### src/rtl/cp0_pkg.sv
// Shared CP0 constants: register numbers, PrID, handler vector, ExcCodes.
package cp0_pkg;

    localparam int unsigned REG_AW  = 5;
    localparam int unsigned DATA_W  = 32;

    localparam logic [REG_AW-1:0] CP0_SR    = 5'd12;
    localparam logic [REG_AW-1:0] CP0_CAUSE = 5'd13;
    localparam logic [REG_AW-1:0] CP0_EPC   = 5'd14;
    localparam logic [REG_AW-1:0] CP0_PRID  = 5'd15;

    localparam logic [DATA_W-1:0] PRID_VALUE  = 32'h0000_4D49;
    localparam logic [DATA_W-1:0] HANDLER_VEC = 32'h0000_4180;

    localparam logic [4:0] EXC_INT  = 5'd0;
    localparam logic [4:0] EXC_ADEL = 5'd4;
    localparam logic [4:0] EXC_ADES = 5'd5;
    localparam logic [4:0] EXC_RI   = 5'd10;
    localparam logic [4:0] EXC_OV   = 5'd12;

    // Pending-event summary produced by the priority function.
    typedef struct packed {
        logic int_pend;
        logic exc_pend;
    } pend_t;

endpackage

### src/rtl/cp0_regs.sv
// CP0 register file (SR, Cause, EPC, PrID) with exception/interrupt entry and eret.
// Optional macro CP0_BD_EN enables branch-delay-slot tracking (Cause.BD, EPC-4).
module cp0_regs
    import cp0_pkg::*;
(
    input  logic        clk,
    input  logic        reset,
    input  logic [4:0]  rd_addr,
    output logic [31:0] rd_data,
    input  logic        wr_en,
    input  logic [4:0]  wr_addr,
    input  logic [31:0] wr_data,
    input  logic [31:0] victim_pc,
    input  logic        victim_bd,
    input  logic [4:0]  exc_code,
    input  logic [5:0]  hw_int,
    input  logic        eret,
    output logic        exc_req,
    output logic [31:0] epc_out
);

    logic [5:0]  r_sr_im;
    logic        r_sr_exl;
    logic        r_sr_ie;
    logic        r_cause_bd;
    logic [5:0]  r_cause_ip;
    logic [4:0]  r_cause_exc;
    logic [31:2] r_epc;

    pend_t       w_pend;
    logic [31:0] w_sr;
    logic [31:0] w_cause;
    logic [31:0] w_victim_epc;
    logic        w_victim_bd;
    logic        w_wr_sr;
    logic        w_wr_epc;

    // Interrupts need IE and an unmasked line; both kinds are blocked while in a handler.
    function automatic pend_t f_pend(
        input logic [5:0] hw,
        input logic [5:0] im,
        input logic       ie,
        input logic       exl,
        input logic [4:0] code
    );
        pend_t p;
        p.int_pend = (|(hw & im)) & ie & ~exl;
        p.exc_pend = (code != 5'd0) & ~exl;
        return p;
    endfunction

    assign w_pend  = f_pend(hw_int, r_sr_im, r_sr_ie, r_sr_exl, exc_code);
    assign exc_req = w_pend.int_pend | w_pend.exc_pend;

    assign w_sr    = {16'b0, r_sr_im, 8'b0, r_sr_exl, r_sr_ie};
    assign w_cause = {r_cause_bd, 15'b0, r_cause_ip, 3'b0, r_cause_exc, 2'b0};
    assign epc_out = {r_epc, 2'b00};

    assign w_wr_sr  = wr_en && (wr_addr == CP0_SR);
    assign w_wr_epc = wr_en && (wr_addr == CP0_EPC);

`ifdef CP0_BD_EN
    // Delay-slot victims restart at the branch, one word earlier.
    assign w_victim_bd  = victim_bd;
    assign w_victim_epc = victim_bd ? (victim_pc - 32'd4) : victim_pc;
    logic w_unused_ok;
    assign w_unused_ok = ^{w_victim_epc[1:0]};
`else
    assign w_victim_bd  = 1'b0;
    assign w_victim_epc = victim_pc;
    logic w_unused_ok;
    assign w_unused_ok = ^{victim_bd, w_victim_epc[1:0]};
`endif

    // mfc0 read mux over the pre-edge register contents.
    always_comb begin
        rd_data = 32'd0;
        case (rd_addr)
            CP0_SR:    rd_data = w_sr;
            CP0_CAUSE: rd_data = w_cause;
            CP0_EPC:   rd_data = {r_epc, 2'b00};
            CP0_PRID:  rd_data = PRID_VALUE;
            default:   rd_data = 32'd0;
        endcase
    end

    // State update: reset, then exception entry, then eret/mtc0.
    always_ff @(posedge clk) begin
        if (reset) begin
            r_sr_im     <= 6'd0;
            r_sr_exl    <= 1'b0;
            r_sr_ie     <= 1'b0;
            r_cause_bd  <= 1'b0;
            r_cause_ip  <= 6'd0;
            r_cause_exc <= 5'd0;
            r_epc       <= 30'd0;
        end else begin
            r_cause_ip <= hw_int;
            if (exc_req) begin
                r_sr_exl    <= 1'b1;
                r_cause_exc <= w_pend.int_pend ? EXC_INT : exc_code;
                r_cause_bd  <= w_victim_bd;
                r_epc       <= w_victim_epc[31:2];
            end else begin
                if (w_wr_sr) begin
                    r_sr_im  <= wr_data[15:10];
                    r_sr_ie  <= wr_data[0];
                    r_sr_exl <= wr_data[1] & ~eret;
                end else if (eret) begin
                    r_sr_exl <= 1'b0;
                end
                if (w_wr_epc) begin
                    r_epc <= wr_data[31:2];
                end
            end
        end
    end

endmodule

### config.mk
export PLATFORM = sky130hd
export DESIGN_NAME = cp0_regs
export DESIGN_NICKNAME = d
export VERILOG_FILES = /design/src/rtl/cp0_pkg.sv /design/src/rtl/cp0_regs.sv
export SDC_FILE = /design/constraint.sdc
export NUM_CORES = 1
export LEC_CHECK = 0
export CELL_PAD_IN_SITES_DETAIL_PLACEMENT = 0
export CELL_PAD_IN_SITES_GLOBAL_PLACEMENT = 1
export CORE_MARGIN = 2
export CORE_UTILIZATION = 45
export DETAILED_ROUTE_END_ITERATION = 10
export DONT_BUFFER_PORTS = 1
export GPL_TIMING_DRIVEN = 1
export PLACE_DENSITY = 0.75
export SYNTH_ARGS = -nofsm -noshare
export SYNTH_HDL_FRONTEND = slang
export SYNTH_SLANG_ARGS = --single-unit
### constraint.sdc
create_clock -name clk -period 2.2 [get_ports clk]
set_input_delay 0.44 -clock clk [delete_from_list [all_inputs] [get_ports clk]]
set_output_delay 0.44 -clock clk [all_outputs]
set_load 0.02 [all_outputs]
==> flow_summary.yaml <==
status:
  status: "complete, no violations"
sta:
  slew_violations: 0
  finalCriticalPeriod_ns: 2.01
  rsz0062_at_grt: "false"
  final-setup-viol-count: 0
  relSlewSlack_pct: 63.4
  hold_viol_final: 0
  whs_ns: 0.211
  finalCritPeriodShare_pct: 91.6
  fmax_mhz: 496
  fin_skew_ns: 0.00485
  tightest_slew_ns: 0.542
  fin_setup_tns_ns: 0
clock_tree:
  clockBufferDepth: 2
  cts_buffers: 5
  path_clk_slew_ns: 0.08
  cts_setup_buffers: 0
  cts-htree-levels: 2
  clkLatencyLatePin_ns: 0.29
  cts_tree: "built"
  cts_root_buf: "clkbuf_8"
  post_cts_resized: 0
  clock_sinks: 49
  cts_hold_buf: 0
min_path:
  min_from: "reset"
  worstHoldPathType: "primary input to register"
detailed_routing:
  antenna_left: 0
  first_iter_violations: 116
  first_pass_iters: 4
  routed_wl_mm: 6.94
  wl_per_cell_microns: 19.0
  drc: 0
  vias: 2109
  avgViaCountPerCell: 5.78
global_route:
  grt_max_degree: 53
  grt_usage_pct: 19.8
  overflow: 0
  antenna_found_initial: 0
  grt_pass1_wl_mm: 10.1
  grt_pass1_vias: 2058
logic_synthesis:
  synth_edf_count: 0
  ys_top_cells_by_area: "dfxtp_1 (36%), mux2i_1 (16%), a211oi_2 (13%)"
  synth_common_cells: "dfxtp_1 (49), mux2i_1 (45), a21oi_1 (37)"
  synth_cells: 289
  ys_seq_elements: 49
  synth_largest_area_cell: "dfxtp_1"
  synth_area_per_cell_sq_um: 9.55
  synth_area_sq_um: 2760
  synth_cell_type_count: 32
  synth_top_flop_cell: "dfxtp_1"
  synth_top_area_share_pct: 35.6
  synth-async-reset-ratio_pct: 0
  synth.most_common_cell: "dfxtp_1"
  seq_area_frac_synth_pct: 35.6
  yosysWarnings: 0
die:
  core_sq_um: 5920
  fp.dieH_microns: 82.3
  start_util_pct: 46.6
  io_pins: 155
  die-width_microns: 82.3
  core.rowCount: 28
  fp.dieArea_sq_um: 6770
final_layout:
  areaGrowthSynthToFinish_pct: 6.12
  fin_area_sq_um: 2930
  drive_above_1_share_pct: 20.0
  final_core_util_pct: 49.5
  final_nets: 380
  antenna_cells: 0
worst_setup_path:
  start_kind: "register"
  crit_type: "register to output port"
  crit_family: "compound AO/OA/AOI/OAI gates"
  arrival_ns: 1.57
  crit_path_cell_trace: "a22oi_1 -> a311o_1 -> and2_2 -> inv_1 -> buf_4"
  worstPathMaxFanout: 3
  crit_start: "r_sr_im[0]"
  slowest_delay_ns: 0.38
  crit_slowest_cell: "a311o_1"
  end_kind: "output port"
  r2r-start: "r_sr_im[0]"
  crit_buf_inv: 2
  required_ns: 1.76
place:
  io_buffers: 0
  dp_hpwl_mm: 5.09
  dpl-instance-area_sq_um: 2840
  gp_congestion: 0.689
power_and_ir_drop:
  p_total_w: 0.00188
  power.leakage_nw: 1.24
  power_density_nw_per_um2: 640
  peakVddDrop_v: 0.000327
job:
  drv_cap: 0
worst reg2reg max path, delay by kind of cell, from the launching register on:
kind                   cells  cell delay [ns]
buffers and inverters      2             0.53
multiplexers               1             0.20
AND/OR/NAND/NOR            1             0.25
flip-flops                 1             0.34
AO/OA/AOI/OAI              2             0.41
logic make-up (layout without fill, tap and decap cells):
group	count (synthesis)	in the layout	share of synthesized area (%)
simple gates	81	81	16.8
other cells	1	2	0.136
buf+inv	29	29	6.30
mux	45	45	16.3
compound gates	84	84	24.9
flops	49	49	35.6
sequential cells by signal, summed over array words and instances, names as in the netlist:
name and cells:
r_sr_exl 1, r_sr_im 6, r_cause_exc 5, r_cause_ip 6, r_epc 30, r_sr_ie 1
path summary, 6_finish.rpt:
path	slack, ns	depth (start not counted)	end
worst max-delay path	0.19	5	exc_req
worst min-delay path	0.21	1	r_epc[10]
worst max register to register	0.40	6	r_sr_ie
worst min register to register	0.50	2	r_sr_ie
area by class of cell:
class                   instances  area (sq um)
multi-input cells             212          1610
inverters                       2          7.51
fillers                       574          2990
repair buffers                 20           150
flip-flops and latches         49           981
clock buffers                   7          86.3
well taps                      75          93.8
power by group:
| group | internal (W) | total [W] | switching (W) |
|---|---|---|---|
| clock | 0.000250 | 0.000533 | 0.000282 |
| combinational | 0.000128 | 0.000272 | 0.000144 |
| sequential | 0.000952 | 0.00107 | 0.000118 |
metal layers:
| metal | vias to the layer above | routed length (microns) | GRT usage (%) |
|---|---|---|---|
| li1 | 1028 | - | - |
| met1 | 990 | 2960 | 24.7 |
| met2 | 86 | 3350 | 33.1 |
| met3 | 5 | 571 | 6.09 |
| met4 | 0 | 55 | 5.00 |
| met5 | - | 0 | 0 |
cells in the final DEF, fill, tap and decap left out, drive strengths merged:
master | synthesis | layout
dfxtp | 49 | 49
mux2i | 45 | 45
a21oi | 37 | 37
a211oi | 33 | 33
buf | 14 | 20
nor2 | 19 | 19
and2 | 19 | 19
nand2b | 16 | 16
nor2b | 13 | 13
clkbuf | 13 | 7
a22oi | 6 | 6
nor3 | 3 | 3
nand2 | 3 | 3
o21ai | 3 | 3
inv | 2 | 2
conb | 1 | 2
o21bai | 2 | 2
or4 | 1 | 1
a311o | 1 | 1
nand3b | 1 | 1
or3 | 1 | 1
nor4b | 1 | 1
nand4 | 1 | 1
nor4bb | 1 | 1
and4 | 1 | 1
o21ba | 1 | 1
and3 | 1 | 1
a21boi | 1 | 1
through the flow:
step,worst slack [ns],cells
4_1_cts,0.162,365
2_1_floorplan,0.113,290
3_5_place_dp,0.144,358
3_3_place_gp,0.202,358
5_1_grt,0.110,365
6_report,0.185,365
Note: power is estimated with default switching activity, not from simulation.
